### src/rtl/cla_seq_pkg.sv
// Shared definitions for the sequential carry-lookahead adder controller.
//   SLICE_W   : width of the single adder slice that is time-multiplexed
//   state_e   : controller FSM states (2-bit encoding)
//   idx_width : width of the slice index counter, never below 1 bit
package cla_seq_pkg;

  localparam int unsigned SLICE_W = 4;

  typedef enum logic [1:0] {
    ST_IDLE = 2'd0,
    ST_RUN  = 2'd1,
    ST_DONE = 2'd2
  } state_e;

  // A single-slice build still needs a 1-bit index register.
  function automatic int unsigned idx_width(input int unsigned nslice);
    return (nslice > 1) ? $clog2(nslice) : 1;
  endfunction

endpackage

### src/rtl/cla_seq_adder_ctrl_cla4_slice.sv
// Combinational 4-bit carry-lookahead adder slice.
//   a_i, b_i : slice operands
//   ci_i     : carry into bit 0
//   s_c      : slice sum
//   co_c     : carry out of bit 3
module cla4_slice
  import cla_seq_pkg::*;
(
  input  logic [SLICE_W-1:0] a_i,
  input  logic [SLICE_W-1:0] b_i,
  input  logic               ci_i,
  output logic [SLICE_W-1:0] s_c,
  output logic               co_c
);

  logic [SLICE_W-1:0] g;
  logic [SLICE_W-1:0] p;
  logic [SLICE_W:0]   c;

  assign g = a_i & b_i;
  assign p = a_i ^ b_i;

  // Flattened lookahead equations: every carry depends only on g, p and ci_i.
  assign c[0] = ci_i;
  assign c[1] = g[0] | (p[0] & ci_i);
  assign c[2] = g[1] | (p[1] & g[0]) | (p[1] & p[0] & ci_i);
  assign c[3] = g[2] | (p[2] & g[1]) | (p[2] & p[1] & g[0])
              | (p[2] & p[1] & p[0] & ci_i);
  assign c[4] = g[3] | (p[3] & g[2]) | (p[3] & p[2] & g[1])
              | (p[3] & p[2] & p[1] & g[0]) | (p[3] & p[2] & p[1] & p[0] & ci_i);

  assign s_c  = p ^ c[SLICE_W-1:0];
  assign co_c = c[SLICE_W];

endmodule

### src/rtl/cla_seq_adder_ctrl.sv
// Sequencer that adds WIDTH-bit operands through one 4-bit CLA slice,
// one slice per cycle, LSB first, with the inter-slice carry registered.
// Optional macro CLA_SEQ_OVF_EN adds the two's-complement overflow output.
//   clk, rst_n          : clock, asynchronous active-low reset
//   in_valid/in_ready   : operand handshake (a, b, ci captured on accept)
//   out_valid/out_ready : result handshake (sum, co[, ovf] stable while valid)
//   sum, co             : a+b+ci modulo 2^WIDTH and MSB-slice carry out
//   ovf                 : two's-complement overflow (CLA_SEQ_OVF_EN only)
module cla_seq_adder_ctrl
  import cla_seq_pkg::*;
#(
  parameter int unsigned WIDTH = 16
) (
  input  logic             clk,
  input  logic             rst_n,
  input  logic             in_valid,
  output logic             in_ready,
  input  logic [WIDTH-1:0] a,
  input  logic [WIDTH-1:0] b,
  input  logic             ci,
  output logic             out_valid,
  input  logic             out_ready,
  output logic [WIDTH-1:0] sum,
  output logic             co
`ifdef CLA_SEQ_OVF_EN
  ,
  output logic             ovf
`endif
);

  localparam int unsigned NSLICE = WIDTH / SLICE_W;
  localparam int unsigned IDX_W  = idx_width(NSLICE);

  generate
    if (((WIDTH % SLICE_W) != 0) || (WIDTH < SLICE_W)) begin : g_bad_width
      $error("cla_seq_adder_ctrl: WIDTH must be a non-zero multiple of 4");
    end
  endgenerate

  // Operands and sum viewed as an array of slices for index-based access.
  typedef logic [NSLICE-1:0][SLICE_W-1:0] word_t;

  state_e             state_q, state_d;
  logic [IDX_W-1:0]   idx_q, idx_d;
  logic               carry_q, carry_d;
  word_t              a_q, a_d;
  word_t              b_q, b_d;
  word_t              sum_q, sum_d;
  logic               co_q, co_d;
  logic               in_ready_q, in_ready_d;
  logic               out_valid_q, out_valid_d;

  logic [SLICE_W-1:0] slice_a_c;
  logic [SLICE_W-1:0] slice_b_c;
  logic [SLICE_W-1:0] slice_s_c;
  logic               slice_co_c;
  logic               last_slice_c;

`ifdef CLA_SEQ_OVF_EN
  logic               ovf_q, ovf_d;
  logic               msb_cin_c;
`endif

  assign slice_a_c    = a_q[idx_q];
  assign slice_b_c    = b_q[idx_q];
  assign last_slice_c = (idx_q == IDX_W'(NSLICE - 1));

  // Single shared adder slice.
  cla4_slice u_slice (
    .a_i  (slice_a_c),
    .b_i  (slice_b_c),
    .ci_i (carry_q),
    .s_c  (slice_s_c),
    .co_c (slice_co_c)
  );

`ifdef CLA_SEQ_OVF_EN
  // Carry into the top bit recovered from that bit's sum: s = a ^ b ^ cin.
  assign msb_cin_c = slice_a_c[SLICE_W-1] ^ slice_b_c[SLICE_W-1] ^ slice_s_c[SLICE_W-1];
`endif

  // State and datapath registers.
  always_ff @(posedge clk or negedge rst_n) begin
    if (!rst_n) begin
      state_q     <= ST_IDLE;
      idx_q       <= '0;
      carry_q     <= 1'b0;
      a_q         <= '0;
      b_q         <= '0;
      sum_q       <= '0;
      co_q        <= 1'b0;
      in_ready_q  <= 1'b1;
      out_valid_q <= 1'b0;
`ifdef CLA_SEQ_OVF_EN
      ovf_q       <= 1'b0;
`endif
    end else begin
      state_q     <= state_d;
      idx_q       <= idx_d;
      carry_q     <= carry_d;
      a_q         <= a_d;
      b_q         <= b_d;
      sum_q       <= sum_d;
      co_q        <= co_d;
      in_ready_q  <= in_ready_d;
      out_valid_q <= out_valid_d;
`ifdef CLA_SEQ_OVF_EN
      ovf_q       <= ovf_d;
`endif
    end
  end

  // Next-state and registered-output logic.
  always_comb begin
    state_d     = state_q;
    idx_d       = idx_q;
    carry_d     = carry_q;
    a_d         = a_q;
    b_d         = b_q;
    sum_d       = sum_q;
    co_d        = co_q;
    in_ready_d  = in_ready_q;
    out_valid_d = out_valid_q;
`ifdef CLA_SEQ_OVF_EN
    ovf_d       = ovf_q;
`endif

    unique case (state_q)
      ST_IDLE: begin
        if (in_valid && in_ready_q) begin
          a_d        = a;
          b_d        = b;
          carry_d    = ci;
          idx_d      = '0;
          in_ready_d = 1'b0;
          state_d    = ST_RUN;
        end
      end

      ST_RUN: begin
        sum_d[idx_q] = slice_s_c;
        carry_d      = slice_co_c;
        if (last_slice_c) begin
          co_d        = slice_co_c;
`ifdef CLA_SEQ_OVF_EN
          ovf_d       = msb_cin_c ^ slice_co_c;
`endif
          out_valid_d = 1'b1;
          state_d     = ST_DONE;
        end else begin
          idx_d = idx_q + IDX_W'(1);
        end
      end

      ST_DONE: begin
        if (out_ready) begin
          out_valid_d = 1'b0;
          in_ready_d  = 1'b1;
          state_d     = ST_IDLE;
        end
      end

      default: begin
        out_valid_d = 1'b0;
        in_ready_d  = 1'b1;
        state_d     = ST_IDLE;
      end
    endcase
  end

  assign in_ready  = in_ready_q;
  assign out_valid = out_valid_q;
  assign sum       = sum_q;
  assign co        = co_q;
`ifdef CLA_SEQ_OVF_EN
  assign ovf       = ovf_q;
`endif

endmodule

### config.mk
export PLATFORM = sky130hd
export DESIGN_NAME = cla_seq_adder_ctrl
export DESIGN_NICKNAME = d
export VERILOG_FILES = /design/src/rtl/cla_seq_pkg.sv /design/src/rtl/cla_seq_adder_ctrl_cla4_slice.sv /design/src/rtl/cla_seq_adder_ctrl.sv
export SDC_FILE = /design/constraint.sdc
export NUM_CORES = 1
export LEC_CHECK = 0
export CAP_MARGIN = 40
export CELL_PAD_IN_SITES_DETAIL_PLACEMENT = 0
export CELL_PAD_IN_SITES_GLOBAL_PLACEMENT = 1
export CORE_ASPECT_RATIO = 1.75
export CORE_MARGIN = 4
export CORE_UTILIZATION = 38
export CTS_BUF_LIST = sky130_fd_sc_hd__clkbuf_16
export DETAILED_ROUTE_END_ITERATION = 8
export HOLD_SLACK_MARGIN = 0.03
export PLACE_DENSITY_LB_ADDON = 0.1
export SLEW_MARGIN = 40
export SYNTH_ARGS = -nofsm -noshare
export SYNTH_HDL_FRONTEND = slang
export SYNTH_SLANG_ARGS = --single-unit
### constraint.sdc
create_clock -name clk -period 3.5 [get_ports clk]
set_clock_uncertainty 0.1 [all_clocks]
set_input_delay 0.35 -clock clk [delete_from_list [all_inputs] [get_ports clk]]
set_output_delay 0.35 -clock clk [all_outputs]
set_load 0.01 [all_outputs]
# After elaboration in Yosys (flattened, before gate mapping)
# Index checks and enable logic that the tools add are counted.
# W data, S select, Z words.
[word_totals]
register_bits = 56
inputBits = 37
output_inout_bits = 19
[op_classes]
add_sub_neg = 1
magnitude_cmp = 2
eq_ne = 7
mux = 22
bitwise = 31
n_reduce_logical = 11
[ops]
columns = ["op", "count"]
rows = [
  ["$and A1 B1 Y1", 16],
  ["$bmux W4 S2", 2],
  ["$bwmux W16", 1],
  ["$mux W4", 3],
  ["$reduce_and A3 Y1", 4],
  ["$mux W2", 5],
  ["$or A1 B1 Y1", 10],
  ["$demux W4 S2", 1],
  ["$ne A2 B2 Y1 const B", 4],
  ["$xor A4 B4 Y4", 2],
  ["$pmux W1 S3", 2],
  ["$pmux W2 S3", 1],
  ["$reduce_and A2 Y1", 3],
  ["$mux W1", 5],
  ["$and A4 B4 Y4", 1],
  ["$eq A2 B2 Y1 const B", 2],
  ["$pmux W2 S2", 1],
  ["$lt A2 B3 Y1 const B", 1],
  ["$add A2 B1 Y2 const B", 1],
  ["$eq A2 B1 Y1 const B", 1],
  ["$ge A2 B1 Y1 const B", 1],
  ["$logic_and A1 B1 Y1", 2],
  ["$logic_not A2 Y1", 1],
  ["$not A1 Y1", 2],
  ["2 further kinds", 2],
]

# Depth between registers and ports, before layout
[logic_depth]
word_depth = 9
ltp_mapped = 7

# Cells and area by module
# Synthesis repeated with hierarchy kept, for this count alone.
[hier_totals]
cells_unflattened = 165
hier_area_um2 = 2538.7
[modules_own_cells]
columns = ["module", "n_inst", "cells_per_inst", "area_each_um2", "seq_area_each_um2"]
rows = [
  ["cla_seq_adder_ctrl", 1, 148, 2391.0, 1402.6],
  ["cla4_slice", 1, 17, 147.6, 0.0],
]

# Worst setup path before layout
# Ideal clock, no wire load.
[synth_timing]
path_type = "register to register"
startpoint = "register idx_q[0]"
endpoint = "register sum_q, in the netlist sum[3]"
setup_time_ns = 0.130
arrival_time_ns = 2.217
t_required_ns = 3.270
path_slack_ns = 1.053
stages_incl_launch_ff = 8
path_buffers = 1
cell_sequence = "dfrtp_1 -> buf_2 -> mux4_2 -> ha_1 -> a211o_1 -> a21oi_1 -> xor2_1 -> o21ai_0"
[synth_between]
elab_chain_len = 9
elab_cells_between_ends = 21
classes_between = "order compare: 2; mux: 7; bitwise: 11; reduce/logical: 1"
[synth_rtl]
columns = ["element", "line_no", "text"]
rows = [
  ["start, declared", "cla_seq_adder_ctrl.sv:44", "logic [IDX_W-1:0] idx_q, idx_d;"],
  ["start signal, assigned", "cla_seq_adder_ctrl.sv:99", "idx_q <= idx_d;"],
  ["$bmux W4 S2, on equally long branches", "cla_seq_adder_ctrl.sv:64, cla_seq_adder_ctrl.sv:65", ""],
  ["$mux W4, on equally long branches", "cla_seq_adder_ctrl.sv:64, cla_seq_adder_ctrl.sv:65", ""],
  ["$xor A4 B4 Y4 or $and A4 B4 Y4 (tied branches)", "cla_seq_adder_ctrl_cla4_slice.sv:21, cla_seq_adder_ctrl_cla4_slice.sv:20", ""],
  ["$and A1 B1 Y1, on equally long branches", "cla_seq_adder_ctrl_cla4_slice.sv:27, cla_seq_adder_ctrl_cla4_slice.sv:28", ""],
  ["$or A1 B1 Y1 (tied with other cells)", "cla_seq_adder_ctrl_cla4_slice.sv:27", "assign c[3] = g[2] | (p[2] & g[1]) | (p[2] & p[1] & g[0])"],
  ["$or A1 B1 Y1 or $and A1 B1 Y1 (tied branches)", "cla_seq_adder_ctrl_cla4_slice.sv:27, cla_seq_adder_ctrl_cla4_slice.sv:28", ""],
  ["$or A1 B1 Y1", "cla_seq_adder_ctrl_cla4_slice.sv:28", "| (p[2] & p[1] & p[0] & ci_i);"],
  ["$xor A4 B4 Y4", "cla_seq_adder_ctrl_cla4_slice.sv:32", "assign s_c = p ^ c[SLICE_W-1:0];"],
  ["$bwmux W16 (*)", "cla_seq_adder_ctrl.sv:141", "sum_d[idx_q] = slice_s_c;"],
  ["end signal, assigned", "cla_seq_adder_ctrl.sv:103", "sum_q <= sum_d;"],
  ["end, declared", "cla_seq_adder_ctrl.sv:48", "word_t sum_q, sum_d;"],
]
# Mark *: on every way between the ends. The rest lies on a longest branch, timed or not. The select of a mux whose other input is x is not followed.
# A chain may end at the register's enable or synchronous reset.

# Final worst setup path
# Ends and elaborated chain as after synthesis.

==> results.sh <==
export IMPL_status="complete, no violations"
export IMPL_min_period_ns=2.77
export IMPL_die_area_um2=8070
export IMPL_yosysWarnings=0
export IMPL_syn2layout_area_growth_pct=29.6
export IMPL_post_place_cells=385
export IMPL_synth_top_area_share_pct=54.5
export IMPL_seq_area_um2=1400
export IMPL_rows=39
export IMPL_ff2ff_path_depth=6
export IMPL_postLayoutCellArea_um2=3270
export IMPL_hold_path_class="flop to flop"
export IMPL_grt_usage_pct=14.1
export IMPL_numPortBuffers=55
export IMPL_cp_end_kind="flop"
export IMPL_synth_commonest_cells="nand2_1, dfrtp_1, o21ai_0, ha_1, mux4_2"
export IMPL_fillers=644
export IMPL_worstMarginPinSlew_ns=0.567
export IMPL_grt_use_met1_pct=15.5
export IMPL_instances_no_fill=394
export IMPL_finish_utilization_pct=50.5
export IMPL_grtUsageMet3_pct=2.34
export IMPL_cts_setup_buffers=0
export IMPL_clk_pin_slew_worst_paths_ns=0.07
export IMPL_crit_path_max_fanout=12
export IMPL_drc=0
export IMPL_grt_use_met2_pct=26.5
export IMPL_drv_slew=0
export IMPL_setup_viol=0
export IMPL_drv_cap=0
export IMPL_arrival_ns=2.83
export IMPL_grt_overflow=0
export IMPL_maxSlewHeadroom_pct=62.2
export IMPL_synth_xor_area_share_pct=1.04
export IMPL_synth_most_common_cell="nand2_1"
export IMPL_wirelength_mm=5.29
export IMPL_core_area_um2=6490
export IMPL_r2r_end="sum[3]"
export IMPL_dpl_cell_area_um2=3130
export IMPL_synth_nets=301
export IMPL_synth_seq_cells=56
export IMPL_multiInputGateArea_um2=1030
export IMPL_synth_area_leaders="dfrtp_1, nand2_1, mux4_2"
export IMPL_synth_area_mux_share_pct=7.13
export IMPL_tritoncts="built"
export IMPL_fmax_mhz=361
export IMPL_via_per_inst=4.68
export IMPL_ioPinCount=56
export IMPL_ctsResizeCount=0
export IMPL_clockBufferDepth=2
export IMPL_r2r_slack_ns=0.73
export IMPL_wl_per_cell_um=13.4
export IMPL_drive_gt1_share_pct=7.37
export IMPL_vdd_ir_drop_max_mv=0.365
export IMPL_synth_simple_gate_area_share_pct=19.9
export IMPL_netlist_top_cell_by_area="dfrtp_1"
export IMPL_grt_max_degree=46
export IMPL_path_class="flop to flop"
export IMPL_postSynthCellCount=255
export IMPL_nNetsFinal=357
export IMPL_tns_ns=0
export IMPL_cts_buffers=5
export IMPL_period_share_pct=79.1
export IMPL_root_buffer="clkbuf_16"
export IMPL_synth_async_reset_ratio_pct=100
export IMPL_post_place_ws_ns=0.701
export IMPL_synth_fa_ha_area_share_pct=4.75
export IMPL_synth_top_family_by_area="simple AND/OR/NAND/NOR gates"
export IMPL_insertion_delay_ns=0.29
export IMPL_synth_main_ff_cell="dfrtp_1"
export IMPL_cts_sinks=56
export IMPL_syn_avg_cell_area_um2=9.91
export IMPL_yosysUniqueCellTypes=27
export IMPL_synth_edff_count=0
export IMPL_rsz0062_at_grt="no"
export IMPL_start_util_pct=38.9
export IMPL_hold_depth=2
export IMPL_r2r_start="idx_q[0]"
export IMPL_synth_compound_area_share_pct=7.63
export IMPL_die_x_um=69.6
export IMPL_place_congestion=0.756
export IMPL_syn_area_um2=2530
export IMPL_htree_levels=2
export IMPL_first_pass_iters=3
export IMPL_grt_pass1_vias=1817
export IMPL_hold_start="a_q[13]"
export IMPL_diodes=0
export IMPL_ant_nets=0
export IMPL_startpoint_type="flop"
export IMPL_hold_end="a_q[13]"
export IMPL_hpwl_mm=4.04
export IMPL_drtIter0Drc=83
export IMPL_antenna_found_initial=0
export IMPL_grt_pass1_wl_mm=8.85
export IMPL_cellPowerDensity_nw_per_um2=862
export IMPL_hold_violations=0
export IMPL_p_leak_uw=0.00157
export IMPL_synth_seq_area_share_pct=55.5
export IMPL_top_usage_layer="met2"
export IMPL_crit_required_ns=3.56
export IMPL_die_y_um=116
export IMPL_finalWorstSetupSlack_ns=0.730
export IMPL_vias=1842
per-stage QoR:
stage / hold slack (ns) / total power [uW]
global route: 0.405 / 3080
detailed placement: 0.287 / 2390
CTS: 0.375 / 2890
floorplan: -0.0456 / 1920
finish: 0.372 / 2820
global placement: 0.355 / 2370
timing repair:
item	CTS	global route
endpoints found under the hold margin	43	0
setup endpoints to repair	0	0
hold buffers	1	0
layout by cell type (no fill, tap or decap), drive strengths merged, types with 2 or more instances in the layout:
| cell type | instances |
|---|---|
| nand2 | 119 |
| dfrtp | 55 |
| clkdlybuf4s50 | 54 |
| o21ai | 21 |
| mux4 | 8 |
| ha | 8 |
| a21oi | 7 |
| inv | 6 |
| nor2 | 5 |
| clkbuf | 5 |
| buf | 4 |
| xor2 | 3 |
| clkinv | 3 |
| nor3 | 2 |
flip-flops by register name (all words and copies together), names as in the netlist:
name       count
carry_q        1
sum           16
out_valid      1
idx_q          2
b_q           16
co             1
state_q        2
in_ready       1
a_q           16
critical path, stage by stage (launching register included):
cell and delay (ns):
dfrtp_1 0.70, mux4_2 0.60, ha_1 0.31, a211o_1 0.30
a21oi_1 0.21, xor2_1 0.29, o21ai_0 0.12
kinds of logic after synthesis:
| kind of cell | Yosys count |
|---|---|
| and+or+nand+nor | 129 |
| adders and majority gates | 9 |
| buffers and inverters | 16 |
| DFF | 56 |
| AOI/OAI and AO/OA | 34 |
| xor gates and xnor gates | 3 |
| muxes | 8 |
worst max-delay path by stage:
| stage | startpoint | end | slack, ns | depth (start not counted) |
|---|---|---|---|---|
| after global placement | idx_q[0] | sum[7] | 0.76 | 6 |
| after CTS | idx_q[0] | sum[3] | 0.67 | 6 |
| final | idx_q[0] | sum[3] | 0.73 | 6 |
| after floorplan | idx_q[0] | sum[3] | 1.05 | 7 |
| after detailed placement | idx_q[0] | sum[3] | 0.70 | 6 |
| after global routing | idx_q[0] | sum[3] | 0.45 | 6 |
report_power, final:
part,switching (uW),internal [uW]
clock network,222,261
logic,585,600
registers,225,932
metal layers:
| layer | vias up | routed length (um) |
|---|---|---|
| li1 | 942 | - |
| met1 | 849 | 2020 |
| met2 | 42 | 2890 |
| met3 | 9 | 228 |
| met4 | 0 | 145 |
| met5 | - | 0 |
cell type report:
| cell class | count | share of cell area, % |
|---|---|---|
| Timing Repair Buffer | 59 | 17.7 |
| Sequential cell | 56 | 42.8 |
| Multi-Input combinational cell | 183 | 31.4 |
| Clock buffer | 5 | 3.82 |
| Clock inverter | 3 | 0.420 |
| Tap cell | 82 | 3.13 |
| Inverter | 6 | 0.688 |
Power figures use the tool's default switching activity.
